`src/rtl/time_base_pkg.sv`:
```
// Shared definitions for the time_base_gen timebase: state codes, mode codes and the
// period(td) rule used by both the RTL and its testbench.
package time_base_pkg;

   typedef logic [2:0] tb_state_t;

   localparam tb_state_t ST_IDLE   = 3'd0;
   localparam tb_state_t ST_RUN    = 3'd1;
   localparam tb_state_t ST_SINGLE = 3'd2;
   localparam tb_state_t ST_DONE   = 3'd3;
   localparam tb_state_t ST_ARMED  = 3'd4;

   localparam logic MODE_CONT   = 1'b0;
   localparam logic MODE_SINGLE = 1'b1;

   // Strobe period in sys_clk cycles for a given time/div setting.
   function automatic int unsigned tb_period(input int unsigned base_div, input int unsigned td);
      return base_div << td;
   endfunction

endpackage

```
`src/rtl/tb_period_cnt.sv`:
```
// Period counter for time_base_gen: owns cnt, the boundary compare, td_active latching,
// the registered sample strobe and the divided clk_out.
module tb_period_cnt
   import time_base_pkg::*;
#(
   parameter int unsigned CNT_W    = 31,
   parameter int unsigned TD_W     = 3,
   parameter int unsigned BASE_DIV = 2
) (
   input  logic            sys_clk,
   input  logic            sys_rst_n,
   input  logic            cnt_en,
   input  logic            cnt_clr,
   input  logic            td_load,
   input  logic [TD_W-1:0] td,
   output logic            wrap,
   output logic            sample_stb,
   output logic            clk_out,
   output logic [TD_W-1:0] td_active
);

   logic [CNT_W-1:0] cnt_q;
   logic [CNT_W-1:0] cnt_d;
   logic [CNT_W-1:0] cnt_last;

   assign cnt_last = CNT_W'(tb_period(BASE_DIV, 32'(td_active)) - 32'd1);

   // A wrap already reached is honoured even if the FSM is leaving the counting states.
   assign wrap = cnt_en && (cnt_q == cnt_last);

   always_comb begin
      cnt_d = cnt_q + CNT_W'(1);
      if (cnt_clr || !cnt_en || wrap) begin
         cnt_d = '0;
      end
   end

   always_ff @(posedge sys_clk or negedge sys_rst_n) begin
      if (!sys_rst_n) begin
         cnt_q      <= '0;
         sample_stb <= 1'b0;
         clk_out    <= 1'b0;
         td_active  <= '0;
      end else begin
         cnt_q      <= cnt_d;
         sample_stb <= wrap;
         if (wrap) begin
            clk_out <= ~clk_out;
         end
         if (td_load || wrap) begin
            td_active <= td;
         end
      end
   end

endmodule

```
`src/rtl/time_base_gen.sv`:
```
// Timebase generator: sample strobe, legacy clk_out, continuous and single-shot acquisition.
// Optional external trigger (ARMED state, trig/trig_pol ports) under TIME_BASE_EXT_TRIG_EN.
module time_base_gen
   import time_base_pkg::*;
#(
   parameter int unsigned CNT_W    = 31,
   parameter int unsigned TD_W     = 3,
   parameter int unsigned SMP_W    = 12,
   parameter int unsigned BASE_DIV = 2
) (
   input  logic             sys_clk,
   input  logic             sys_rst_n,
`ifdef TIME_BASE_EXT_TRIG_EN
   input  logic             trig,
   input  logic             trig_pol,
`endif
   input  logic             en,
   input  logic [TD_W-1:0]  td,
   input  logic             mode,
   input  logic             arm,
   input  logic [SMP_W-1:0] n_samples,
   output logic             sample_stb,
   output logic             clk_out,
   output logic [TD_W-1:0]  td_active,
   output logic             busy,
   output logic             done
);

   localparam longint unsigned MAX_PER = 64'(BASE_DIV) << (2 ** TD_W - 1);

   if (BASE_DIV < 1 || MAX_PER >= (64'd1 << CNT_W)) begin : g_bad_cfg
      $error("time_base_gen: BASE_DIV << (2**TD_W-1) does not fit CNT_W bits");
   end

   tb_state_t        state_q;
   tb_state_t        state_d;
   tb_state_t        shot_tgt;
   logic [SMP_W-1:0] smp_cnt_q;
   logic [SMP_W-1:0] smp_cnt_d;
   logic             counting;
   logic             cnt_clr;
   logic             wrap;

`ifdef TIME_BASE_EXT_TRIG_EN
   logic [2:0] trig_sync_q;
   logic       trig_hit;

   // Two flops synchronise the pin, the third holds the previous level for edge detection.
   always_ff @(posedge sys_clk or negedge sys_rst_n) begin
      if (!sys_rst_n) begin
         trig_sync_q <= '0;
      end else begin
         trig_sync_q <= {trig_sync_q[1:0], trig};
      end
   end

   assign trig_hit = (trig_sync_q[1] != trig_sync_q[2]) && (trig_sync_q[1] == trig_pol);
   assign shot_tgt = ST_ARMED;
`else
   assign shot_tgt = (n_samples == '0) ? ST_DONE : ST_SINGLE;
`endif

   // An exhausted single shot stops counting so no extra strobe slips out before DONE.
   assign counting = (state_q == ST_RUN) || ((state_q == ST_SINGLE) && (smp_cnt_q != '0));
   assign cnt_clr  = !((state_d == ST_RUN) || (state_d == ST_SINGLE));

   always_comb begin
      state_d   = state_q;
      smp_cnt_d = smp_cnt_q;
      if (wrap && (state_q == ST_SINGLE)) begin
         smp_cnt_d = smp_cnt_q - SMP_W'(1);
      end
      if (!en) begin
         state_d = ST_IDLE;
      end else begin
         case (state_q)
            ST_IDLE: begin
               if (mode == MODE_CONT) begin
                  state_d = ST_RUN;
               end else if (arm) begin
                  state_d   = shot_tgt;
                  smp_cnt_d = n_samples;
               end
            end
            ST_RUN: ;
            ST_SINGLE: begin
               if (smp_cnt_q == '0) begin
                  state_d = ST_DONE;
               end
            end
            ST_DONE: begin
               if (arm) begin
                  state_d   = shot_tgt;
                  smp_cnt_d = n_samples;
               end
            end
`ifdef TIME_BASE_EXT_TRIG_EN
            ST_ARMED: begin
               if (trig_hit) begin
                  state_d = (smp_cnt_q == '0) ? ST_DONE : ST_SINGLE;
               end
            end
`endif
            default: state_d = ST_IDLE;
         endcase
      end
   end

   always_ff @(posedge sys_clk or negedge sys_rst_n) begin
      if (!sys_rst_n) begin
         state_q   <= ST_IDLE;
         smp_cnt_q <= '0;
         busy      <= 1'b0;
         done      <= 1'b0;
      end else begin
         state_q   <= state_d;
         smp_cnt_q <= smp_cnt_d;
         busy      <= (state_d == ST_RUN) || (state_d == ST_SINGLE) || (state_d == ST_ARMED);
         done      <= (state_d == ST_DONE);
      end
   end

   tb_period_cnt #(
      .CNT_W    (CNT_W),
      .TD_W     (TD_W),
      .BASE_DIV (BASE_DIV)
   ) u_period_cnt (
      .sys_clk    (sys_clk),
      .sys_rst_n  (sys_rst_n),
      .cnt_en     (counting),
      .cnt_clr    (cnt_clr),
      .td_load    (state_q == ST_IDLE),
      .td         (td),
      .wrap       (wrap),
      .sample_stb (sample_stb),
      .clk_out    (clk_out),
      .td_active  (td_active)
   );

endmodule

```
`config.mk`:
```
export PLATFORM = sky130hd
export DESIGN_NAME = time_base_gen
export DESIGN_NICKNAME = d
export VERILOG_FILES = /design/src/rtl/time_base_pkg.sv /design/src/rtl/tb_period_cnt.sv /design/src/rtl/time_base_gen.sv
export SDC_FILE = /design/constraint.sdc
export NUM_CORES = 1
export LEC_CHECK = 0
export CORE_MARGIN = 4
export CORE_UTILIZATION = 40
export CTS_BUF_LIST = sky130_fd_sc_hd__clkbuf_8
export DETAILED_ROUTE_END_ITERATION = 7
export HOLD_SLACK_MARGIN = 0.06
export PLACE_DENSITY_LB_ADDON = 0.15
export SYNTH_ARGS = -nofsm -noshare
export SYNTH_HDL_FRONTEND = slang
export SYNTH_HIERARCHICAL = 1
export SYNTH_SLANG_ARGS = --single-unit
```
`constraint.sdc`:
```
create_clock -name sys_clk -period 7.9 [get_ports sys_clk]
set_input_delay 2.37 -clock sys_clk [delete_from_list [all_inputs] [get_ports sys_clk]]
set_output_delay 2.37 -clock sys_clk [all_outputs]
set_load 0.02 [all_outputs]
```
# Word level (Yosys, flattened, before mapping)

Cells that the tools add are included.

Output and inout port bits: 7
Bits in latches: 0
Input bits: 20
Logic and storage cells: 48
Memories: 0
Memory bits (writable): 0
Bits in read-only memories: 0
Register bits: 53

Reductions and logical operators: 15
Equality and inequality tests: 8
Multiplexer cells: 12
Bitwise logic cells: 1
Divide/modulo/power cells: 0
Multiply operators: 0
Add/subtract/negate cells: 3
Order comparisons: 0
Shifts and indexed selects: 1

Operators with widths:

| operator                                             | count |
|---|---|
| 2-to-1 mux 12 bit                                    | 4 |
| adder 31 x 1 -> 31 bit (second input constant)       | 1 |
| equality test 31 bit                                 | 1 |
| 2-to-1 mux 31 bit                                    | 1 |
| left shift 2 x 3 -> 31 bit (first input constant)    | 1 |
| subtractor 31 x 1 -> 31 bit (second input constant)  | 1 |
| logical NOT 12 bit                                   | 2 |
| one-hot mux 12 bit (2 select lines)                  | 1 |
| equality test 3 x 2 -> 1 bit (second input constant) | 4 |
| 2-to-1 mux 3 bit                                     | 4 |
| one-hot mux 3 bit (4 select lines)                   | 1 |
| nonzero test 12 bit                                  | 1 |
| subtractor 12 x 1 -> 12 bit (second input constant)  | 1 |
| equality test 3 x 1 -> 1 bit (second input constant) | 2 |
| logical OR 1 bit                                     | 6 |
| equality test 3 bit (second input constant)          | 1 |
| logical AND 1 bit                                    | 3 |
| logical NOT 3 bit                                    | 1 |
| logical NOT 1 bit                                    | 2 |
| 2-to-1 mux 1 bit                                     | 1 |
| inverter 1 bit                                       | 1 |

# Logic depth before layout (Yosys ltp)

Gate-level depths: netlist of run 1.

Word-level depth: 12
Mapped depth: 14
Mapped depth without buffers: 13

# Cells and area by module

The synthesis of run 1 kept the hierarchy.

Modules (own cells, without submodules):

| module        | times used | area each (µm²) | cells an instance | seq. area each (µm²) |
|---|---|---|---|---|
| tb_period_cnt | 1          | 1,978.1         | 201               | 900.9 |
| time_base_gen | 1          | 997.2           | 107               | 425.4 |

# Worst setup path after synthesis of run 1

OpenSTA, ideal clock, no wires.

Path type: input to register
Start: input port n_samples[1]
End: register u_period_cnt.cnt_q[18]
Setup time: 0.072 ns
Buffers on the path: 1
Data arrival time: 3.873 ns
Stages: 7
Required time: 7.828 ns
Path slack: 3.955 ns
Cell sequence: or4_1 > nor4_1 > a311o_2 > mux2i_1 > a211o_4 > buf_6 > nor2_1

Cells in the longest elaborated chain, start to end: 12
Elaborated cells on any way between the ends: 13
Those cells by class: 2 x eq/ne; 6 x mux; 5 x reduce/logical

Ends and longest elaborated chain:

| item                                                                         | RTL line                                 | source |
|---|---|---|
| start: declaration                                                           | time_base_gen.sv:21                      | `input logic [SMP_W-1:0] n_samples,` |
| logical NOT 12 bit *                                                         | time_base_gen.sv:60                      | `assign shot_tgt = (n_samples == '0) ? ST_DONE : ST_SINGLE;` |
| 2-to-1 mux 1 bit *                                                           | time_base_gen.sv:60                      |  |
| 2-to-1 mux 3 bit *                                                           | time_base_gen.sv:80, time_base_gen.sv:92 |  |
| 2-to-1 mux 3 bit                                                             | time_base_gen.sv:78                      | `if (mode == MODE_CONT) begin` |
| one-hot mux 3 bit (4 select lines) *                                         | time_base_gen.sv:76                      | `case (state_q)` |
| 2-to-1 mux 3 bit *                                                           | time_base_gen.sv:73                      | `if (!en) begin` |
| equality test 3 x 1 -> 1 bit or equality test 3 x 2 -> 1 bit (tied branches) | time_base_gen.sv:65                      | `assign cnt_clr = !((state_d == ST_RUN) \|\| (state_d == ST_SINGLE));` |
| logical OR 1 bit *                                                           | time_base_gen.sv:65                      |  |
| logical NOT 1 bit *                                                          | time_base_gen.sv:65                      |  |
| net cnt_clr                                                                  | time_base_gen.sv:41                      | `logic cnt_clr;` |
| logical OR 1 bit * (2 in a row)                                              | tb_period_cnt.sv:33                      | `if (cnt_clr \|\| !cnt_en \|\| wrap) begin` |
| 2-to-1 mux 31 bit *                                                          | tb_period_cnt.sv:33                      |  |
| net u_period_cnt.cnt_d[18]                                                   | tb_period_cnt.sv:23                      | `logic [CNT_W-1:0] cnt_d;` |
| end signal: assignment                                                       | tb_period_cnt.sv:45                      | `cnt_q <= cnt_d;` |
| end: declaration                                                             | tb_period_cnt.sv:22                      | `logic [CNT_W-1:0] cnt_q;` |

The timed path passes the listed nets; every way through them passes the cells marked *.
A chain may end at the register's enable or synchronous reset.

# Final worst setup path of run 1

Start: input port n_samples[1]
End: register u_period_cnt.cnt_q[22]

Same word-level chain as after synthesis.

==> flow_metrics.env, run 1 <==
export IMPL_async_reset_ff_frac=1.00
export IMPL_switching_share=0.281
export IMPL_peakVddDrop_uv=56.4
export IMPL_syn_area_per_cell_sq_um=9.66
export IMPL_r2r_slack_ns=4.47
export IMPL_synth_top_family_by_area="simple AND/OR/NAND/NOR gates"
export IMPL_cts_repair_resized=0
export IMPL_fin_util=0.465
export IMPL_dp_slack_ns=3.29
export IMPL_antennaDiodeCount=0
export IMPL_fillers=729
export IMPL_dp_cells=423
export IMPL_postCtsSetupRepairBufs=0
export IMPL_synth_top_cell_by_area="dfrtp_1"
export IMPL_synth_warning_count=6
export IMPL_period_needed_ns=4.26
export IMPL_cts_buffers=5
export IMPL_synth_edff_count=0
export IMPL_muxShareOfSynthArea=0.0269
export IMPL_io_buffers=26
export IMPL_grt_max_degree=54
export IMPL_hold_path_class="reg -> reg"
export IMPL_grt_pass1_vias=2098
export IMPL_p_clk_frac=0.268
export IMPL_start_util=0.410
export IMPL_cts_buffer_depth=2
export IMPL_crit_fanout=31
export IMPL_internal_power_mw=0.402
export IMPL_finalPower_mw=0.559
export IMPL_clkTransAtPathRegs_ns=0.10
export IMPL_finalNonFillerCells=431
export IMPL_drt_wl_total_mm=5.62
export IMPL_syn_inst=308
export IMPL_dr_pass1_iters=4
export IMPL_fmax_mhz=235
export IMPL_syn_area_sq_mm=0.00298
export IMPL_synth_seq_cells=53
export IMPL_io_pin_count=27
export IMPL_worstPathArrival_ns=4.44
export IMPL_power_per_cell_area_mw_per_mm2=166
export IMPL_finClkSkew_ns=0.0133
export IMPL_cp_end_kind="register"
export IMPL_overflow=0
export IMPL_yosys_area_share_adder=0.0126
export IMPL_die_y_um=94.2
export IMPL_seq_power_share=0.563
export IMPL_crit_family="simple AND/OR/NAND/NOR gates"
export IMPL_period_share=0.539
export IMPL_ctsHoldBuffers=0
export IMPL_p_sw_mw=0.157
export IMPL_cp_slowest_cell="or4_1"
export IMPL_seq_area_frac_synth=0.446
export IMPL_path_buf_inv=1
export IMPL_ant_nets=0
export IMPL_rows=31
export IMPL_final_layout_size_suffix_gt1_frac=0.0904
export IMPL_core_sq_mm=0.00725
export IMPL_synth_fp_nets=331
export IMPL_grt_use_total=0.138
export IMPL_setup_ws_ns=3.64
export IMPL_p_comb_frac=0.168
export IMPL_startpoint_type="primary input"
export IMPL_dieArea_sq_mm=0.00888
export IMPL_worst_endpoint_required_ns=8.08
export IMPL_grt_pass1_wl_mm=9.76
export IMPL_crit_path_max_incr_delay_ns=0.55
export IMPL_finalNetCount=354
export IMPL_wl_per_cell_um=13.0
export IMPL_cts_sinks=53
export IMPL_htreeDepth=2
export IMPL_place_congestion=0.753
export IMPL_synth_cell_types=54
export IMPL_drc=0
export IMPL_dp_hpwl_mm=3.96
export IMPL_synth_top_flop_cell="dfrtp_1"
export IMPL_finalSetupViolations=0
export IMPL_synth_top_area_frac=0.446
export IMPL_max_cap_violations=0
export IMPL_cts_tree="yes"
export IMPL_p_leak_nw=1.30
export IMPL_rsz0062_at_grt="no"
export IMPL_syn_to_final_growth_pct=13.4
export IMPL_first_iter_violations=76
export IMPL_crit_chain="clkdlybuf4s50_1 > or4_1 > nor4_1 > a311o_2 > mux2i_1 > a211o_4 > nor2_1"
export IMPL_dieWidth_um=94.2
export IMPL_status="complete, no violations"
export IMPL_slew_headroom=0.505
export IMPL_synthSimpleGateAreaFrac=0.270
export IMPL_hold_viol_final=0
export IMPL_clk_latency_ns=0.31
export IMPL_synth_area_leaders="dfrtp_1 45%, xor2_1 7.7%, nor2_1 5.7%, xnor2_1 5.3%, nand2_1 3.5%"
export IMPL_synth_compound_area_frac=0.0744
export IMPL_critPathKind="in -> reg"
export IMPL_root_buffer="clkbuf_8"
export IMPL_setup_tns_ns=0
export IMPL_vias=2156
export IMPL_viasPerCell=5.00
export IMPL_final_max_slew_viol_count=0
export IMPL_synth_xor_area_share=0.130
export IMPL_antenna_found_initial=0
export IMPL_worst_pin_slew_ns=0.738
synth_stat cells (all sizes together) (6+ instances only):
cell and n:
dfrtp 53, nor2 46, nand2 28, xor2 26
xnor2 18, o21ai 14, nand3 12, nand4 11
buf 9, inv 9, nor3 7, nor4 6
worst paths after layout:
kind	from	end	depth (start not counted)
setup / recovery	n_samples[1]	u_period_cnt/cnt_q[22]$_DFF_PN0_	7
hold / removal	u_period_cnt/clk_out$_DFFE_PN0P_	u_period_cnt/clk_out$_DFFE_PN0P_	1
setup reg to reg	u_period_cnt/td_active[2]$_DFFE_PN0P_	smp_cnt_q[4]$_DFF_PN0_	12
hold reg to reg	u_period_cnt/clk_out$_DFFE_PN0P_	u_period_cnt/clk_out$_DFFE_PN0P_	1
max in group asynchronous	sys_rst_n	u_period_cnt/cnt_q[18]$_DFF_PN0_	2
min in group asynchronous	sys_rst_n	u_period_cnt/td_active[2]$_DFFE_PN0P_	2
power groups by stage:
| stage | Combinational (mW) | Sequential [mW] | Clock [mW] |
|---|---|---|---|
| 4_1_cts | 0.0958 | 0.315 | 0.159 |
| 3_5_place_dp | 0.0952 | 0.321 | 0 |
| 3_3_place_gp | 0.0937 | 0.320 | 0 |
| 2_1_floorplan | 0.0676 | 0.314 | 0 |
| 6_report | 0.0942 | 0.315 | 0.150 |
| 5_1_grt | 0.106 | 0.318 | 0.171 |
routing by layer:
metal  share of wire  vias up  global-route usage
met5               0        -                   0
met4           0.011        0              0.0397
met3           0.042        5              0.0329
met2            0.45       30               0.219
met1            0.49     1020               0.188
li1                -     1101                   -
cells in the final DEF (no fill, tap or decap), types with 10 or more instances in the layout:
cell type         n
xnor2_1          18
nor2_1           45
clkdlybuf4s50_1  25
xor2_1           26
o21ai_0          13
inv_1            10
nand2_1          28
nand4_1          11
nand3_1          12
dfrtp_1          53
state kept, by name, summed over array words and instances, names as in the netlist:
| name | count |
|---|---|
| u_period_cnt/cnt_q | 31 |
| u_period_cnt/sample_stb | 1 |
| busy | 1 |
| smp_cnt_q | 12 |
| u_period_cnt/clk_out | 1 |
| u_period_cnt/td_active | 3 |
| state_q | 3 |
| done | 1 |
cell type report:
class                           count  area [sq um]  share of cell area
Tap cell                           99           124              0.0367
Multi-Input combinational cell    234          1530               0.454
Sequential cell                    53          1330               0.393
Inverter                            9          33.8              0.0100
Timing Repair Buffer               28           270              0.0801
Clock inverter                      3          18.8             0.00556
Clock buffer                        5          68.8              0.0204
cell families (layout without fill, tap and decap cells):
group / Yosys count / count (layout)
flip-flops: 53 / 53
XOR/XNOR: 44 / 44
buffers and inverters: 21 / 45
multiplexers: 6 / 6
other: 1 / 1
adder cells (fa/ha/maj): 3 / 3
AND/OR/NAND/NOR: 148 / 148
AO/OA/AOI/OAI: 32 / 32
metrics by stage:
step / hold WS, ns / area (sq um)
2_1_floorplan: 0.456 / 2980
3_3_place_gp: 0.459 / 3290
3_5_place_dp: 0.464 / 3290
4_1_cts: 0.482 / 3370
5_1_grt: 0.503 / 3370
6_report: 0.475 / 3370
worst register-to-register path, delay by kind of cell, from the launching register on:
kind / cells / cell delay, ns
flops: 1 / 0.51
xor+xnor: 2 / 0.27
simple gates: 8 / 2.03
compound gates: 1 / 0.19
fa+ha+maj: 1 / 0.32
(Power assumes the default switching activity.)
==> run 2, diff against run 1 <==
Clock period 7.9 ns to 3.4 ns, I/O delays scaled along.
==> run 2 against run 1 <==
Net effect: wire length rose by 2.8%; final cell count up 1.9%; worst setup slack worse by 3.5 ns; largest cell class unchanged; clock power is 150% higher; flip-flop and latch count did not move; highest routed layer unchanged.
==> flow_metrics.env, run 2 (synthesized netlist as in run 1, its figures left out) <==
export IMPL_status="complete, no violations"
export IMPL_worstSetupStartpoint="smp_cnt_q[0]$_DFF_PN0_"
export IMPL_crit_fanout=4
export IMPL_finalSetupViolations=0
export IMPL_ff_latch_area_sq_mm=0.00133
export IMPL_antennaDiodeCount=0
export IMPL_grt_use_total=0.142
export IMPL_grt_max_degree=54
export IMPL_worst_endpoint_required_ns=3.63
export IMPL_startpoint_type="register"
export IMPL_hp_start="u_period_cnt/clk_out$_DFFE_PN0P_"
export IMPL_ant_nets=0
export IMPL_overflow=0
export IMPL_worst_pin_slew_ns=0.741
export IMPL_crit_chain="inv_1 > ha_1 > and4b_1 > or3b_2 > a21oi_2 > nand4_1 > and4bb_4 > and2_4 > and4bb_2 > nand2_1 > or3_1 > xor2_1 > o21ai_1"
export IMPL_crit_path_max_incr_delay_ns=0.46
export IMPL_cp_end_kind="register"
export IMPL_period_needed_ns=3.28
export IMPL_finalNetCount=362
export IMPL_hold_path_class="reg -> reg"
export IMPL_syn_to_final_growth_pct=16.7
export IMPL_drt_wl_total_mm=5.78
export IMPL_power_per_cell_area_mw_per_mm2=387
export IMPL_drc=0
export IMPL_first_iter_violations=74
export IMPL_slew_headroom=0.502
export IMPL_place_congestion=0.764
export IMPL_final_layout_size_suffix_gt1_frac=0.126
export IMPL_cts_buffer_depth=2
export IMPL_p_leak_nw=1.35
export IMPL_dp_hpwl_mm=4.06
export IMPL_rsz0062_at_grt="yes"
export IMPL_period_share=0.964
export IMPL_cts_tree="yes"
export IMPL_die_y_um=94.2
export IMPL_antenna_found_initial=0
export IMPL_clkTransAtPathRegs_ns=0.11
export IMPL_finalNonFillerCells=439
export IMPL_hold_viol_final=0
export IMPL_viasPerCell=5.01
export IMPL_critPathKind="reg -> reg"
export IMPL_worstPathArrival_ns=3.51
export IMPL_dieWidth_um=94.2
export IMPL_grt_pass1_vias=2157
export IMPL_mostFrequentLayoutCell="dfrtp_1"
export IMPL_dp_cells=428
export IMPL_dieArea_sq_mm=0.00888
export IMPL_core_sq_mm=0.00725
export IMPL_max_cap_violations=0
export IMPL_clk_latency_ns=0.31
export IMPL_cts_buffers=5
export IMPL_finalPower_mw=1.34
export IMPL_io_buffers=26
export IMPL_cp_slowest_cell="or3b_2"
export IMPL_fillers=701
export IMPL_reg2reg_from="smp_cnt_q[0]$_DFF_PN0_"
export IMPL_final_max_slew_viol_count=0
export IMPL_peakVddDrop_uv=163
export IMPL_dr_pass1_iters=4
export IMPL_wl_per_cell_um=13.2
export IMPL_fmax_mhz=305
export IMPL_io_pin_count=27
export IMPL_rows=31
export IMPL_largestRegisters="u_period_cnt/cnt_q x31, smp_cnt_q x12"
export IMPL_htreeDepth=2
export IMPL_vias=2198
export IMPL_start_util=0.410
export IMPL_multi_input_area_sq_mm=0.00155
export IMPL_grt_pass1_wl_mm=10.1
export IMPL_top_register="u_period_cnt/cnt_q"
export IMPL_largest_reg_flops=31
export IMPL_cts_sinks=53
export IMPL_layout_common_cells="53 x dfrtp_1, 45 x nor2_1, 28 x nand2_1"
export IMPL_finClkSkew_ns=0.0117
export IMPL_root_buffer="clkbuf_8"
## run 2: cell type report
type                       count  area share
clock buffer                   5      0.0198
timing repair buffer          36      0.0988
inverter                       9     0.00973
sequential                    53       0.382
clock inverter                 3     0.00757
tap                           99      0.0357
multi-input combinational    234       0.446
## run 2: path summary, 6_finish.rpt
path	cells past startpoint	slack [ns]	endpoint
max	13	0.12	smp_cnt_q[4]$_DFF_PN0_
min	1	0.48	u_period_cnt/clk_out$_DFFE_PN0P_
max reg2reg	13	0.12	smp_cnt_q[4]$_DFF_PN0_
min reg2reg	1	0.48	u_period_cnt/clk_out$_DFFE_PN0P_
max in group asynchronous	2	2.46	smp_cnt_q[2]$_DFF_PN0_
min in group asynchronous	2	0.69	u_period_cnt/td_active[0]$_DFFE_PN0P_
## run 2: worst max-delay path: cells and delay by family, from the launching register on
kind / cells / cell delay, ns
AND/OR/NAND/NOR: 8 / 2.09
flip-flops: 1 / 0.36
AO/OA/AOI/OAI: 2 / 0.31
adder cells (fa/ha/maj): 1 / 0.23
XOR/XNOR: 1 / 0.15
buffers and inverters: 1 / 0.06
## run 2: layer usage
| metal | share of wire | vias to the layer above | track usage |
|---|---|---|---|
| li1 | - | 1116 | - |
| met1 | 0.51 | 1046 | 0.197 |
| met2 | 0.44 | 29 | 0.227 |
| met5 | 0 | - | 0 |
| met3 | 0.042 | 7 | 0.0313 |
| met4 | 0.010 | 0 | 0.0325 |
## run 2: where the power goes
part	switching, mW	internal (mW)	leakage (nW)
clock	0.223	0.150	0.0423
sequential	0.0437	0.673	0.708
combinational	0.121	0.132	0.599
## run 2: metrics by stage
| step | area, sq um | setup slack (ns) | hold WS, ns | utilization | setup TNS [ns] |
|---|---|---|---|---|---|
| 3_3_place_gp | 3340 | 0.0292 | 0.459 | 0.460 | 0 |
| 5_1_grt | 3470 | -0.0224 | 0.518 | 0.479 | -0.0366 |
| 2_1_floorplan | 2980 | 0.237 | 0.456 | - | 0 |
| 3_5_place_dp | 3340 | 0.00277 | 0.465 | 0.460 | 0 |
| 6_report | 3470 | 0.122 | 0.480 | 0.479 | 0 |
| 4_1_cts | 3440 | 0.0205 | 0.483 | 0.474 | 0 |
## run 2: timing repair
item	CTS	global route
hold buffers	0	0
setup endpoints to repair	2	7
pin swaps	1	1
setup buffers	1	2
resized for setup	0	6
==> run 3, diff against run 2 <==
Settings changed: CELL_PAD_IN_SITES_DETAIL_PLACEMENT set to 0, CELL_PAD_IN_SITES_GLOBAL_PLACEMENT set to 1, GPL_TIMING_DRIVEN set to 0, TNS_END_PERCENT set to 100.
==> run 3 against run 2 <==
Net effect: critical path depth did not move; worst setup slack improved by 0.059 ns; via count did not move; die area did not move; clock power rose by 4%; total power rose by 0.93%; count of clock-buffer cells in the layout rose by 2; non-clock buffer count rose by 7; sequential share of layout area fell by 0.60 points.
==> flow_metrics.env, run 3 (synthesized netlist as in run 1, its figures left out) <==
export IMPL_rows=31
export IMPL_root_buffer="clkbuf_8"
export IMPL_p_leak_nw=1.39
export IMPL_power_per_cell_area_mw_per_mm2=385
export IMPL_clk_latency_ns=0.30
export IMPL_dp_hpwl_mm=4.47
export IMPL_layout_common_cells="53 x dfrtp_1, 45 x nor2_1, 28 x nand2_1"
export IMPL_startpoint_type="register"
export IMPL_antenna_found_initial=0
export IMPL_cp_end_kind="register"
export IMPL_die_y_um=94.2
export IMPL_grt_pass1_wl_mm=10.6
export IMPL_io_buffers=26
export IMPL_crit_family="simple AND/OR/NAND/NOR gates"
export IMPL_dp_cells=434
export IMPL_drc=0
export IMPL_crit_path_max_incr_delay_ns=0.45
export IMPL_finClkSkew_ns=0.00658
export IMPL_cts_buffer_depth=2
export IMPL_grt_pass1_vias=2166
export IMPL_grt_max_degree=28
export IMPL_peakVddDrop_uv=201
export IMPL_path_buf_inv=1
export IMPL_mostFrequentLayoutCell="dfrtp_1"
export IMPL_cts_tree="yes"
export IMPL_cts_sinks=53
export IMPL_fillers=720
export IMPL_ant_nets=0
export IMPL_dp_slack_ns=0.0179
export IMPL_viasPerCell=4.93
export IMPL_crit_fanout=5
export IMPL_antennaDiodeCount=0
export IMPL_setup_ws_ns=0.181
export IMPL_vias=2198
export IMPL_worstPathArrival_ns=3.45
export IMPL_overflow=0
export IMPL_grt_use_total=0.151
export IMPL_critPathKind="reg -> reg"
export IMPL_cp_slowest_cell="or3b_2"
export IMPL_syn_to_final_growth_pct=18.5
export IMPL_wl_per_cell_um=13.6
export IMPL_hold_viol_final=0
export IMPL_dr_pass1_iters=6
export IMPL_worst_endpoint_required_ns=3.63
export IMPL_finalSetupViolations=0
export IMPL_final_area_sq_mm=0.00353
export IMPL_status="complete, no violations"
export IMPL_largestRegisters="u_period_cnt/cnt_q x31, smp_cnt_q x12"
export IMPL_final_max_slew_viol_count=0
export IMPL_slew_headroom=0.518
export IMPL_first_iter_violations=62
export IMPL_setup_tns_ns=0
export IMPL_dieWidth_um=94.2
export IMPL_critPathMostFrequentCell="and4bb_4"
export IMPL_finalNonFillerCells=446
export IMPL_dpl_cell_area_sq_mm=0.00337
export IMPL_finalNetCount=369
export IMPL_hold_path_class="reg -> reg"
export IMPL_crit_chain="inv_1 > ha_1 > and4b_1 > or3b_2 > a21oi_2 > nand4_1 > and4bb_4 > and2_4 > and4bb_4 > nand2_1 > or3_1 > xor2_1 > o21ai_0"
export IMPL_fmax_mhz=311
export IMPL_top_register="u_period_cnt/cnt_q"
export IMPL_start_util=0.410
export IMPL_period_share=0.947
export IMPL_core_sq_mm=0.00725
export IMPL_place_congestion=0.759
export IMPL_clkTransAtPathRegs_ns=0.10
export IMPL_fin_util=0.486
export IMPL_cts_buffers=5
export IMPL_period_needed_ns=3.22
export IMPL_finalPower_mw=1.36
export IMPL_fin_hold_ws_ns=0.479
export IMPL_io_pin_count=27
export IMPL_worst_pin_slew_ns=0.717
export IMPL_max_cap_violations=0
export IMPL_largest_reg_flops=31
export IMPL_htreeDepth=2
export IMPL_final_layout_size_suffix_gt1_frac=0.138
export IMPL_dieArea_sq_mm=0.00888
export IMPL_drt_wl_total_mm=6.08
## run 3: cell types whose count changed in the layout (fill, tap and decap cells not counted), moves of 2 or more
cell	before	now
clkbuf_8	5	7
buf_2	1	6
buf_6	0	4
buf_4	9	4
clkbuf_1	0	2
clkinvlp_4	2	0
## run 3: layer usage
layer,track usage,up-vias,share of wire
li1,-,1131,-
met1,0.224,1025,0.51
met2,0.220,37,0.43
met3,0.0329,5,0.043
met4,0.0397,0,0.012
met5,0,-,0
## run 3: worst reg2reg max path: stages (launching register included)
cell and delay (ns):
dfrtp_1 0.38, inv_1 0.06, ha_1 0.24, and4b_1 0.24, or3b_2 0.45, a21oi_2 0.16, nand4_1 0.09, and4bb_4 0.37
and2_4 0.15, and4bb_4 0.29, nand2_1 0.09, or3_1 0.32, xor2_1 0.15, o21ai_0 0.15
## run 3: area by class of cell
cell class | count | area [sq um] | share of cell area
tap | 99 | 124 | 0.0351
clock buffer | 7 | 96.3 | 0.0273
sequential | 53 | 1330 | 0.376
buffer | 12 | 82.6 | 0.0234
inverter | 9 | 33.8 | 0.00958
multi-input combinational | 234 | 1550 | 0.440
timing repair buffer | 31 | 305 | 0.0866
clock inverter | 1 | 5.00 | 0.00142
## run 3: what timing repair did
action | in CTS | in global routing
setup buffers | 1 | 3
gates resized for setup | 2 | 5
gates cloned | 0 | 0
hold buffers | 0 | 0
setup endpoints to repair | 4 | 7
pin swaps | 0 | 2
## run 3: final timing paths
path                                                       start                          endpoint  slack (ns)  cells after the start
worst max register to register            smp_cnt_q[0]$_DFF_PN0_            smp_cnt_q[4]$_DFF_PN0_        0.18                     13
min in group asynchronous                              sys_rst_n   u_period_cnt/cnt_q[4]$_DFF_PN0_        0.73                      1
worst min-delay path            u_period_cnt/clk_out$_DFFE_PN0P_  u_period_cnt/clk_out$_DFFE_PN0P_        0.48                      1
worst min register to register  u_period_cnt/clk_out$_DFFE_PN0P_  u_period_cnt/clk_out$_DFFE_PN0P_        0.48                      1
max in group asynchronous                              sys_rst_n  u_period_cnt/cnt_q[28]$_DFF_PN0_        2.10                      2
worst max-delay path                      smp_cnt_q[0]$_DFF_PN0_            smp_cnt_q[4]$_DFF_PN0_        0.18                     13
## run 3: power by group
group,internal [mW],leakage (nW),switching [mW]
clock,0.184,0.0542,0.202
sequential,0.673,0.708,0.0436
combinational,0.131,0.629,0.122
total,0.989,1.39,0.368
